==> src/rtl/traffic_phase_timer.sv <==
// Phase-duration timer for the highway/farm light FSM: 1 s prescaler, per-phase second count, level expiry flags.
// Optional macro TRAFFIC_TIMER_COUNTDOWN_EN adds the sec_left countdown output.
module traffic_phase_timer #(
  parameter int CLK_HZ = 50_000_000,
  parameter int RED_S  = 10,
  parameter int YEL_S  = 3
) (
  input  logic       clk,
  input  logic       rst,
  input  logic       RED_count_en,
  input  logic       YELLOW_count_en1,
  input  logic       YELLOW_count_en2,
  output logic       delay10s,
  output logic       delay3s1,
  output logic       delay3s2,
  output logic       tick_1s,
`ifdef TRAFFIC_TIMER_COUNTDOWN_EN
  output logic       conflict,
  output logic [3:0] sec_left
`else
  output logic       conflict
`endif
);

  localparam int PW = $clog2(CLK_HZ);
  localparam logic [PW-1:0] PRESC_LAST = PW'(CLK_HZ - 1);
  localparam logic [PW-1:0] PRESC_PRE  = PW'(CLK_HZ - 2);

  typedef enum logic [1:0] {IDLE, RUN, DONE} state_t;
  typedef enum logic [1:0] {SEL_RED, SEL_Y1, SEL_Y2} sel_t;

  state_t        state;
  sel_t          sel;
  logic [PW-1:0] presc;
  logic [3:0]    sec;
  logic [3:0]    sec_inc;
  sel_t          active;
  logic          any_en;
  logic          multi_en;

  function automatic logic [3:0] dur_of(input sel_t s);
    return (s == SEL_RED) ? 4'(RED_S) : 4'(YEL_S);
  endfunction

  // Fixed priority: RED > Y1 > Y2.
  always_comb begin
    active = SEL_RED;
    if (RED_count_en)
      active = SEL_RED;
    else if (YELLOW_count_en1)
      active = SEL_Y1;
    else if (YELLOW_count_en2)
      active = SEL_Y2;
  end

  assign any_en   = RED_count_en | YELLOW_count_en1 | YELLOW_count_en2;
  assign multi_en = (RED_count_en & YELLOW_count_en1) | (RED_count_en & YELLOW_count_en2) |
                    (YELLOW_count_en1 & YELLOW_count_en2);
  assign sec_inc  = sec + 4'd1;

  always_ff @(posedge clk) begin
    if (rst) begin
      state    <= IDLE;
      sel      <= SEL_RED;
      presc    <= '0;
      sec      <= '0;
      delay10s <= 1'b0;
      delay3s1 <= 1'b0;
      delay3s2 <= 1'b0;
      tick_1s  <= 1'b0;
      conflict <= 1'b0;
    end else begin
      if (multi_en)
        conflict <= 1'b1;
      case (state)
        IDLE: begin
          tick_1s <= 1'b0;
          if (any_en) begin
            state <= RUN;
            sel   <= active;
            presc <= '0;
            sec   <= '0;
          end
        end
        RUN, DONE: begin
          if (!any_en) begin
            state    <= IDLE;
            presc    <= '0;
            sec      <= '0;
            tick_1s  <= 1'b0;
            delay10s <= 1'b0;
            delay3s1 <= 1'b0;
            delay3s2 <= 1'b0;
          end else if (active != sel) begin
            // Source switched without a low gap: time the new phase from scratch.
            state    <= RUN;
            sel      <= active;
            presc    <= '0;
            sec      <= '0;
            tick_1s  <= 1'b0;
            delay10s <= 1'b0;
            delay3s1 <= 1'b0;
            delay3s2 <= 1'b0;
          end else if (state == RUN) begin
            if (presc == PRESC_LAST) begin
              presc   <= '0;
              sec     <= sec_inc;
              tick_1s <= 1'b0;
              if (sec_inc == dur_of(sel)) begin
                state    <= DONE;
                delay10s <= (sel == SEL_RED);
                delay3s1 <= (sel == SEL_Y1);
                delay3s2 <= (sel == SEL_Y2);
              end
            end else begin
              presc   <= presc + 1'b1;
              // Registered tick lands in the cycle where presc sits at its terminal count.
              tick_1s <= (presc == PRESC_PRE);
            end
          end
        end
        default: begin
          state   <= IDLE;
          tick_1s <= 1'b0;
        end
      endcase
    end
  end

`ifdef TRAFFIC_TIMER_COUNTDOWN_EN
  assign sec_left = (state == RUN) ? (dur_of(sel) - sec) : 4'd0;
`endif

endmodule

==> config.mk <==
export PLATFORM = sky130hd
export DESIGN_NAME = traffic_phase_timer
export DESIGN_NICKNAME = d
export VERILOG_FILES = /design/src/rtl/traffic_phase_timer.sv
export SDC_FILE = /design/constraint.sdc
export NUM_CORES = 1
export LEC_CHECK = 0
export ABC_CLOCK_PERIOD_IN_PS = 2300
export BUFFER_PORTS_ARGS = -buffer_cell sky130_fd_sc_hd__buf_2
export CAP_MARGIN = 10
export CORE_MARGIN = 2
export CORE_UTILIZATION = 40
export CTS_CLUSTER_DIAMETER = 80
export DETAILED_ROUTE_END_ITERATION = 8
export PLACE_DENSITY_LB_ADDON = 0.1
export SLEW_MARGIN = 20
export SYNTH_ARGS = -nofsm -noshare
export SYNTH_HDL_FRONTEND = slang
export SYNTH_SLANG_ARGS = --single-unit
export TNS_END_PERCENT = 50
==> constraint.sdc <==
create_clock -name clk -period 2.3 [get_ports clk]
set_input_delay 0.115 -clock clk [delete_from_list [all_inputs] [get_ports clk]]
set_output_delay 0.115 -clock clk [all_outputs]
set_load 0.1 [all_outputs]
After elaboration in Yosys (flattened, before gate mapping)
Cells that the tools add are included.

Register bits: 39. Logic and storage cells: 90.

$add $sub $neg: 2. Equal/unequal tests: 17. Multiplexer cells: 43. Bitwise logic cells: 9. Reduce and logical (&&, ||, !) cells: 10.

Operators with widths (count): $mux W26 (5); $eq A26 B26 Y1 const B (2); $pmux W26 S2 (1); $add A26 B1 Y26 const B (1); $mux W2 (12); $mux W4 (6); $mux W1 (16); $reduce_and A4 Y1 (4); $ne A4 B4 Y1 const B (3); $ne A3 B1 Y1 const B (3); $pmux W2 S2 (2); $pmux W4 S2 (1); $ne A2 B2 Y1 const B (3); $add A4 B1 Y4 const B (1); $eq A2 B1 Y1 const B (2); $eq A2 B2 Y1 const B (2); $eq A4 B4 Y1 (1); $logic_not A2 Y1 (2); $or A1 B1 Y1 (4); $reduce_or A4 Y1 (1); $and A1 B1 Y1 (3); $reduce_and A3 Y1 (1); $ne A2 B2 Y1 (1); $not A1 Y1 (2); 2 further kinds (2).

Depth between registers and ports, before layout
Gate-level depths: netlist of run 1.

Depth in word-level cells: 9. Mapped depth: 9.

Least setup slack after synthesis of run 1
Ideal clock, no wire load.

Kind: reg2reg. Start point: reg sec[0]. End point: reg state[1]. Library setup time: 0.122 ns. Arrival time: 2.055 ns. Required time: 2.178 ns. Setup slack: 0.123 ns. Cell stages (with the launch flop): 7. Path buffers: 0. Period minus slack after synthesis: 2.177 ns. Cells stage by stage: dfxtp_1 ha_1 or4b_1 o32a_1 a2111oi_4 nor4_1 a311o_1.

Longest elaborated chain between the ends: 4.

Ends and longest elaborated chain: start, declared (line 35) `logic [3:0] sec;`; start signal, assigned (line 107) `sec <= sec_inc;`; $add A4 B1 Y4 (line 59) `assign sec_inc = sec + 4'd1;`; $eq A4 B4 Y1 (line 109) `if (sec_inc == dur_of(sel)) begin`; $ne A4 B4 Y1 (no line); $reduce_and A4 Y1 (no line); end signal, assigned (line 63) `state <= IDLE;`; end signal, assigned (line 110) `state <= DONE;`; end signal, assigned (line 123) `state <= IDLE;`; end, declared (line 32) `state_t state;`.

Every way passes these cells. A chain may end at the register's enable or synchronous reset.

Final worst setup path of run 1
Start point: reg sel[0]. End point: reg presc[1].

Longest elaborated chain between the ends: 4. Elaborated cells between the ends (all ways): 6.

Ends and longest elaborated chain: start, declared (line 33) `sel_t sel;`; start signal, assigned (line 80) `sel <= active;`; start signal, assigned (line 97) `sel <= active;`; $ne A2 B2 Y1 * (line 94) `end else if (active != sel) begin`; $mux W26 (line 94); $mux W26 (line 86) `if (!any_en) begin`; $pmux W26 S2 (line 75) `case (state)`; end signal, assigned (line 116) `presc <= presc + 1'b1;`; end, declared (line 34) `logic [PW-1:0] presc;`.

Every way passes the cells marked *; elsewhere a longest branch is shown, timed or not.

==> flow_summary.yaml, run 1 <==
cts:
  cts_max_level: 2
  cts_post_setup_buffers_inserted: 0
  clkTransAtPathRegs_ns: 0.08
  clk_path_buf_depth: 2
  post_cts_hold_buffer_count: 0
  tritoncts: "built"
  cts_made_buffers: 5
  cts-root-buf: "clkbuf_8"
  worst_skew_pair.late_latency_ns: 0.29
  tritoncts_num_sinks: 39
timing:
  rsz0062_at_grt: "no"
  timing.final.crit_share_pct: 93.7
  timing.final.setup_violations: 0
  finalCriticalPeriod_ns: 2.16
  max_clock_freq_mhz: 464
  final_critical_path_setup_slack_ns: 0.145
  report.final.slew_viol_count: 0
  relSlewSlack_pct: 59.5
  worstMarginPinSlew_ns: 0.606
  final_hold_viol_count: 0
  fin_tns_setup_ns: 0
  clock-skew-final_ns: 0.00863
floorplan:
  effective_utilization_at_floorplan_pct: 41.5
  io_pins: 10
  die_area_sq_um: 6820
  die-height_microns: 82.6
  dieWidth_microns: 82.6
  num_rows: 28
  core_area_sq_um: 5960
routing:
  first_pass_iters: 4
  vias: 2367
  postRouteWirelength_mm: 6.48
  drc_errors: 0
  wire_per_inst_microns: 16.3
  postRouteAntennaNets: 0
  post_drt_via_cell_ratio: 5.95
  drt_iter0_markers: 124
worst_setup_path:
  timing.critical_path.cells: "inv_1 -> a221o_1 -> buf_4 -> a21oi_1 -> buf_4 -> nor2_1 -> a211oi_1"
  worst_path_largest_cell_delay_ns: 0.45
  crit_arrival_ns: 2.36
  worst_setup_path_class: "reg2reg"
  worst_ep_required_time_ns: 2.50
  critPathTopFamily: "compound AO/OA/AOI/OAI gates"
  worstSetupStartpointType: "register"
  most_used_cell_cp: "buf_4"
  path_max_fanout: 16
  crit_path_end_kind: "register"
  cp_max_delay_cell: "a221o_1"
  timing.critical_path.buf_inv: 3
global_route:
  grt_usage_pct: 20.1
  grt_pass1_wl_mm: 10.4
  grt_start_max_net_pins: 17
  grt_pass1_vias: 2055
  global_route.overflow_total: 0
  antenna_violations_before_repair: 0
job:
  max-cap-violations: 0
yosys:
  ys_seq_area_share_pct: 31.6
  ys_ff_latch: 39
  synthesis.yosys.warnings: 0
  syn_avg_cell_area_sq_um: 8.38
  synth_enable_flop_cells: 0
  ys_async_sr_fraction_pct: 0
  synth_fp_nets: 307
  synthesis.area_sq_um: 2470
  yosys_cell_types: 64
  dominantRegCellSynth: "dfxtp_1"
  synthesis.instances: 295
cells_and_area:
  drive_above_1_share_pct: 19.2
  area_growth_pct: 15.6
  layout_common_cells: "dfxtp_1 (39), buf_4 (28), nor2_1 (25)"
  design.final.nets: 335
  final_core_utilization_pct: 48.0
  antenna-diode-count: 0
  finish.cell_count_without_fillers: 398
  mostFrequentLayoutCell: "dfxtp_1"
run_status:
  outcome: "finished clean"
worst_hold_path:
  holdCritPathClass: "in2reg"
placed_design:
  gpl.final_weighted_congestion: 0.849
  placed_cells_incl_taps: 391
  numPortBuffers: 9
  place_worst_setup_slack_ns: 0.0588
  detailedPlacementHpwl_mm: 4.73
pwr:
  vdd_drop_max_mv: 0.297
  power-per-cell-area_nw_per_um2: 513
  p_leak_nw: 0.936
[worst reg2reg max path, stage by stage (launching register included)]
cell      delay, ns
dfxtp_1        0.44
inv_1          0.14
a221o_1        0.45
buf_4          0.25
a21oi_1        0.36
buf_4          0.20
nor2_1         0.04
a211oi_1       0.20
[registers in the layout, indices dropped and copies added (netlist names)]
signal / cells
sec: 4
delay3s1: 1
sel: 2
conflict: 1
delay10s: 1
delay3s2: 1
presc: 26
state: 2
tick_1s: 1
[where the power goes]
part           leakage (nW)  switching [W]  total, W  internal, W
combinational         0.573       0.000181  0.000289     0.000108
clock                0.0470       0.000238  0.000473     0.000236
sequential            0.315      0.0000140  0.000702     0.000688
total                 0.936       0.000433   0.00146      0.00103
[what timing repair did]
action,in CTS,in global routing
setup endpoints to repair,0,8
gates resized for setup,0,5
endpoints found under the hold margin,0,0
[per-layer routing]
layer	global-route usage (%)	routed length, microns	vias up	share of wire [%]
met5	0	0	-	0
met4	5.90	38	0	0.59
met3	3.37	276	2	4.3
met2	27.4	2740	52	42
met1	31.5	3420	1130	53
li1	-	-	1183	-
[cell usage after synthesis (all sizes together), types with 2 or more instances]
library cell  instances  area [sq um]
o21ai                12          60.1
or4b                  2          20.0
buf                   7          53.8
a21oi                20           111
nand3                16          80.1
a211o                 2          26.3
inv                   9          33.8
mux2i                 2          20.0
xnor2                 7          61.3
nor4b                 3          32.5
nor2                 26           100
or4                   8          67.6
nor3                  2          10.0
a31oi                 2          12.5
nor4bb                2          35.0
o31ai                 7          52.6
ha                    7          87.6
o211ai                5          37.5
a21boi                2          15.0
nand3b                3          22.5
clkbuf                9          33.8
nor4                  6          37.5
a21o                  3          22.5
a211oi                5          37.5
nand4                14          87.6
xor2                  6          52.6
nor2b                 4          25.0
dfxtp                39           781
nand2                22          82.6
a221oi                2          23.8
and4                  7          61.3
a2111oi               2          36.3
nand2b                3          18.8
or3                   9          56.3
[kinds of logic (layout without fill, tap and decap cells)]
family / Yosys count / in the layout / synth area share [%]
xor gates and xnor gates: 13 / 13 / 4.61
buffers and inverters: 25 / 53 / 4.91
AOI/OAI and AO/OA: 75 / 75 / 22.5
and+or+nand+nor: 134 / 134 / 32.0
DFF: 39 / 39 / 31.6
muxes: 2 / 2 / 0.810
adders and majority gates: 7 / 7 / 3.54
[worst paths after layout]
check / from / end / slack (ns) / cells past startpoint
max: sel[0]$_SDFFE_PP0P_ / presc[1]$_SDFFE_PP0P_ / 0.14 / 7
max reg2reg: sel[0]$_SDFFE_PP0P_ / presc[1]$_SDFFE_PP0P_ / 0.14 / 7
min reg2reg: conflict$_SDFFE_PP0P_ / conflict$_SDFFE_PP0P_ / 0.48 / 2
min: rst / conflict$_SDFFE_PP0P_ / 0.15 / 2
[area by class of cell]
cell class                 count  area [sq um]
timing repair buffer          37           255
multi-input combinational    231          1610
clock buffer                   6          82.6
inverter                       9          33.8
clock inverter                 1          5.00
tap                           75          93.8
sequential                    39           781
fill                         599          3100
[metrics by stage]
step | instance area, sq um | hold WS (ns) | total power [W]
after detailed placement | 2750 | 0.453 | 0.00100
after global placement | 2750 | 0.447 | 0.00100
after global routing | 2860 | 0.165 | 0.00154
after CTS | 2840 | 0.149 | 0.00148
final | 2860 | 0.147 | 0.00146
after floorplan | 2470 | 0.343 | 0.000918
(Power assumes the default switching activity.)
==> inputs of run 2 (changes only) <==
--- a/config.mk
+++ b/config.mk
@@ -13,6 +13,7 @@
 export CTS_CLUSTER_DIAMETER = 80
 export DETAILED_ROUTE_END_ITERATION = 8
 export PLACE_DENSITY_LB_ADDON = 0.1
+export RECOVER_POWER = 100
 export SLEW_MARGIN = 20
 export SYNTH_ARGS = -nofsm -noshare
 export SYNTH_HDL_FRONTEND = slang
==> run 2 against run 1 <==
Final cell count did not move. Wire length barely moved. Via count fell by 0.63%. Fmax fell by 2.7%. Highest routed layer unchanged. Die area did not move. Design area fell by 2.1%. Largest power group unchanged.
==> flow_summary.yaml, run 2 (synthesis results as in run 1) <==
global_route:
  grt_most_used_layer: "met1"
  grt.met3_usage_pct: 3.37
  use_met1_pct: 31.5
  grt_start_max_net_pins: 17
  grt_pass1_vias: 2055
  grt_pass1_wl_mm: 10.4
  grt_usage_pct: 20.1
  global_route.overflow_total: 0
  antenna_violations_before_repair: 0
  met2_usage_pct: 27.4
floorplan:
  die_area_sq_um: 6820
  io_pins: 10
  num_rows: 28
  effective_utilization_at_floorplan_pct: 41.5
  dieWidth_microns: 82.6
  die-height_microns: 82.6
  core_area_sq_um: 5960
cts:
  tritoncts: "built"
  clk_path_buf_depth: 2
  tritoncts_num_sinks: 39
  cts-root-buf: "clkbuf_8"
  cts_made_buffers: 5
  cells_resized_by_post_cts_repair: 0
  cts_max_level: 2
  clkTransAtPathRegs_ns: 0.08
  post_cts_hold_buffer_count: 0
  cts_post_setup_buffers_inserted: 0
  worst_skew_pair.late_latency_ns: 0.29
routing:
  vias: 2352
  postRouteWirelength_mm: 6.48
  drt_iter0_markers: 127
  wire_per_inst_microns: 16.3
  first_pass_iters: 4
  postRouteAntennaNets: 0
  post_drt_via_cell_ratio: 5.91
  drc_errors: 0
cells_and_area:
  mostFrequentLayoutCell: "dfxtp_1"
  top_register: "presc"
  drive_above_1_share_pct: 16.4
  top_regs: "presc x26, sec x4"
  antenna-diode-count: 0
  largest_register_ffs: 26
  area_growth_pct: 13.2
  design.final.nets: 335
  num-fill-cells: 612
  layout_common_cells: "dfxtp_1 (39), nor2_1 (25), buf_4 (24)"
worst_setup_path:
  ff2ff_path_depth: 8
  cp_max_delay_cell: "a2111oi_2"
  crit_path_end_kind: "register"
  timing.critical_path.cells: "ha_1 -> clkbuf_2 -> xor2_1 -> o32a_1 -> a2111oi_2 -> buf_4 -> a21o_1 -> nand3_1"
  critPathTopFamily: "compound AO/OA/AOI/OAI gates"
  worstSetupPathDepth: 8
  worst_ep_required_time_ns: 2.49
  timing.critical_path.buf_inv: 2
  worst_setup_path_class: "reg2reg"
  worst_path_largest_cell_delay_ns: 0.50
  path_max_fanout: 6
  crit_arrival_ns: 2.40
  worstSetupStartpointType: "register"
timing:
  timing.final.crit_share_pct: 96.2
  hold_slack_ns: 0.145
  rsz0062_at_grt: "no"
  timing.final.setup_violations: 0
  fin_tns_setup_ns: 0
  report.final.slew_viol_count: 0
  worstMarginPinSlew_ns: 1.19
  final_hold_viol_count: 0
  finalCriticalPeriod_ns: 2.21
  max_clock_freq_mhz: 452
  relSlewSlack_pct: 21.3
  clock-skew-final_ns: 0.0104
placed_design:
  detailedPlacementHpwl_mm: 4.73
  numPortBuffers: 9
  gpl.final_weighted_congestion: 0.849
job:
  max-cap-violations: 0
worst_hold_path:
  holdCritPathClass: "in2reg"
  worstHoldPathCells: 2
pwr:
  power-per-cell-area_nw_per_um2: 519
  vdd_drop_max_mv: 0.296
  p_leak_nw: 0.904
run_status:
  outcome: "finished clean"
## run 2: cell count changes in the layout (fill, tap and decap cells not counted), moves of 3 or more
cell	delta
buf_4	-4
clkbuf_1	+6
o21ai_0	+3
buf_2	-5
clkbuf_2	+3
o21ai_1	-3
## run 2: where the power goes
group	internal [W]	switching, W
Sequential	0.000688	0.0000138
Clock	0.000236	0.000238
Combinational	0.0000990	0.000178
Total	0.00102	0.000430
## run 2: layer usage
layer  wire length, microns  vias to the layer above
met1                   3320                     1107
met2                   2720                       57
li1                       -                     1182
met4                     76                        0
met3                    364                        6
met5                      0                        -
## run 2: final timing paths
| check | to | from | slack (ns) |
|---|---|---|---|
| worst min register to register | conflict$_SDFFE_PP0P_ | conflict$_SDFFE_PP0P_ | 0.48 |
| worst min-delay path | conflict$_SDFFE_PP0P_ | rst | 0.15 |
| worst max register to register | delay10s$_SDFFE_PP0P_ | sec[0]$_SDFFE_PP0P_ | 0.09 |
| worst max-delay path | delay10s$_SDFFE_PP0P_ | sec[0]$_SDFFE_PP0P_ | 0.09 |
## run 2: through the flow
| stage | power [W] | utilization (%) | setup slack [ns] | instance area (sq um) | std cells |
|---|---|---|---|---|---|
| finish | 0.00145 | 47.0 | 0.0863 | 2800 | 398 |
| global placement | 0.00100 | 46.2 | 0.162 | 2750 | 391 |
| CTS | 0.00148 | 47.6 | 0.0172 | 2840 | 398 |
| floorplan | 0.000918 | - | 0.123 | 2470 | 295 |
| global route | 0.00153 | 47.0 | 0.0183 | 2800 | 398 |
| detailed placement | 0.00100 | 46.2 | 0.0588 | 2750 | 391 |
## run 2: final cells by class
class / count / area, sq um / area share (%)
Inverter: 9 / 33.8 / 1.21
Multi-Input combinational cell: 231 / 1560 / 55.9
Clock buffer: 6 / 82.6 / 2.95
Timing Repair Buffer: 37 / 238 / 8.50
Sequential cell: 39 / 781 / 27.9
Tap cell: 75 / 93.8 / 3.35
Clock inverter: 1 / 5.00 / 0.179
==> inputs of run 3 (changes only) <==
--- a/config.mk
+++ b/config.mk
@@ -6,7 +6,7 @@
 export NUM_CORES = 1
 export LEC_CHECK = 0
 export ABC_CLOCK_PERIOD_IN_PS = 2300
-export BUFFER_PORTS_ARGS = -buffer_cell sky130_fd_sc_hd__buf_2
+export BUFFER_PORTS_ARGS = -buffer_cell sky130_fd_sc_hd__clkbuf_2
 export CAP_MARGIN = 10
 export CORE_MARGIN = 2
 export CORE_UTILIZATION = 40
==> run 3 against run 2 <==
Sequential share of layout area fell by 0.65 points. Fmax rose by 1.0%. Flip-flop and latch count did not move. Critical endpoint is now delay3s1$_SDFFE_PP0P_. Combinational power rose by 2%. Critical path type unchanged. Largest cell class unchanged. Die area did not move. Design area rose by 2.4%. Sequential power barely moved.
==> flow_summary.yaml, run 3 (synthesis results as in run 1) <==
placed_design:
  numPortBuffers: 9
  detailedPlacementHpwl_mm: 4.84
  gpl.final_weighted_congestion: 0.855
  place_worst_setup_slack_ns: 0.0927
  placement.cell_area_sq_um: 2770
  placed_cells_incl_taps: 394
worst_setup_path:
  path_max_fanout: 6
  worst_path_largest_cell_delay_ns: 0.49
  worstSetupStartpointType: "register"
  critPathTopFamily: "compound AO/OA/AOI/OAI gates"
  ff2ff_setup_slack_ns: 0.11
  worst_ep_required_time_ns: 2.49
  worst_setup_path_class: "reg2reg"
  cp_max_delay_cell: "a2111oi_2"
  crit_arrival_ns: 2.38
  timing.critical_path.cells: "ha_1 -> buf_2 -> xor2_1 -> o32a_1 -> a2111oi_2 -> buf_4 -> a21o_1 -> nand3_1"
  crit_path_end_kind: "register"
  timing.critical_path.buf_inv: 2
cells_and_area:
  top_register: "presc"
  largest_register_ffs: 26
  layout_common_cells: "dfxtp_1 (39), buf_4 (28), nor2_1 (25)"
  final_cell_area_sq_um: 2860
  antenna-diode-count: 0
  area_growth_pct: 15.9
  final_core_utilization_pct: 48.1
  drive_above_1_share_pct: 17.1
  mostFrequentLayoutCell: "dfxtp_1"
  multiInputGateArea_sq_um: 1580
  finish.cell_count_without_fillers: 402
  area.sequential_sq_um: 781
  num-fill-cells: 610
  design.final.nets: 338
  top_regs: "presc x26, sec x4"
timing:
  final_hold_viol_count: 0
  timing.final.setup_violations: 0
  max_clock_freq_mhz: 456
  relSlewSlack_pct: 20.6
  finalCriticalPeriod_ns: 2.19
  rsz0062_at_grt: "no"
  report.final.slew_viol_count: 0
  timing.final.crit_share_pct: 95.3
  fin_tns_setup_ns: 0
  clock-skew-final_ns: 0.00589
  final_critical_path_setup_slack_ns: 0.109
  worstMarginPinSlew_ns: 1.20
cts:
  cts_max_level: 2
  worst_skew_pair.late_latency_ns: 0.29
  cts-root-buf: "clkbuf_8"
  post_cts_hold_buffer_count: 0
  clk_path_buf_depth: 2
  clkTransAtPathRegs_ns: 0.08
  cts_made_buffers: 5
  tritoncts_num_sinks: 39
  tritoncts: "built"
global_route:
  global_route.overflow_total: 0
  grt_pass1_vias: 1992
  grt_pass1_wl_mm: 10.7
  grt_usage_pct: 20.7
  grt_start_max_net_pins: 17
  antenna_violations_before_repair: 0
pwr:
  power.share.combinational_pct: 17.8
  power_report.internal_total_w: 0.00114
  power_switching_share_pct: 28.1
  p_leak_nw: 0.936
  vdd_drop_max_mv: 0.284
  power-per-cell-area_nw_per_um2: 554
  clock_power_share_pct: 38.0
  net_load_switching_power_w: 0.000445
  seqPwrFrac_pct: 44.2
routing:
  drc_errors: 0
  detailroute.wirelength.met2_mm: 2.73
  postRouteWirelength_mm: 6.55
  postRouteAntennaNets: 0
  drt_iter0_markers: 184
  wire_per_inst_microns: 16.3
  post_drt_via_cell_ratio: 5.92
  vias: 2378
  wl_met3_microns: 389
  first_pass_iters: 5
  top_signal_layer_used: "met4"
  wl_met1_mm: 3.38
worst_hold_path:
  holdCritPathClass: "in2reg"
run_status:
  outcome: "finished clean"
floorplan:
  die_area_sq_um: 6820
  effective_utilization_at_floorplan_pct: 41.5
  num_rows: 28
  io_pins: 10
  core_area_sq_um: 5960
  die-height_microns: 82.6
  dieWidth_microns: 82.6
job:
  max-cap-violations: 0
run 3: worst reg2reg max path, cell delays in order (launching register included):
cell,delay [ns]
dfxtp_1,0.33
ha_1,0.21
buf_2,0.15
xor2_1,0.14
o32a_1,0.35
a2111oi_2,0.49
buf_4,0.24
a21o_1,0.12
nand3_1,0.06
run 3: final cells by class:
type                       instances  area share [%]
timing repair buffer              40            9.13
clock buffer                       6            2.88
tap                               75            3.28
multi-input combinational        231            55.0
inverter                           9            1.18
clock inverter                     2            1.22
sequential                        39            27.3
run 3: power by group through the flow:
| stage | clock [W] | combinational [W] | sequential (W) |
|---|---|---|---|
| floorplan | 0 | 0.000192 | 0.000725 |
| global placement | 0 | 0.000287 | 0.000717 |
| detailed placement | 0 | 0.000288 | 0.000717 |
| CTS | 0.000617 | 0.000289 | 0.000701 |
| global route | 0.000644 | 0.000307 | 0.000704 |
| finish | 0.000603 | 0.000282 | 0.000701 |
run 3: per-layer routing:
layer  GRT usage [%]  up-vias
met4            4.43        0
met3            3.91        5
met2            29.1       78
li1                -     1196
met5               0        -
met1            32.2     1099
run 3: worst paths after layout:
kind                         startpoint  depth (start not counted)                     to
hold reg to reg   delay3s1$_SDFFE_PP0P_                          2  delay3s1$_SDFFE_PP0P_
setup reg to reg    sec[0]$_SDFFE_PP0P_                          8  delay3s1$_SDFFE_PP0P_
setup / recovery    sec[0]$_SDFFE_PP0P_                          8  delay3s1$_SDFFE_PP0P_
hold / removal                      rst                          2  conflict$_SDFFE_PP0P_
run 3: through the flow:
| step | hold slack, ns | total power [W] |
|---|---|---|
| finish | 0.166 | 0.00159 |
| global route | 0.194 | 0.00165 |
| CTS | 0.176 | 0.00161 |
| detailed placement | 0.468 | 0.00100 |
| global placement | 0.454 | 0.00100 |
| floorplan | 0.343 | 0.000918 |
run 3: repair_timing:
item | in CTS | in global routing
setup endpoints to repair | 0 | 6
setup buffers | 0 | 0
resized for setup | 0 | 1
hold endpoints to repair | 0 | 0
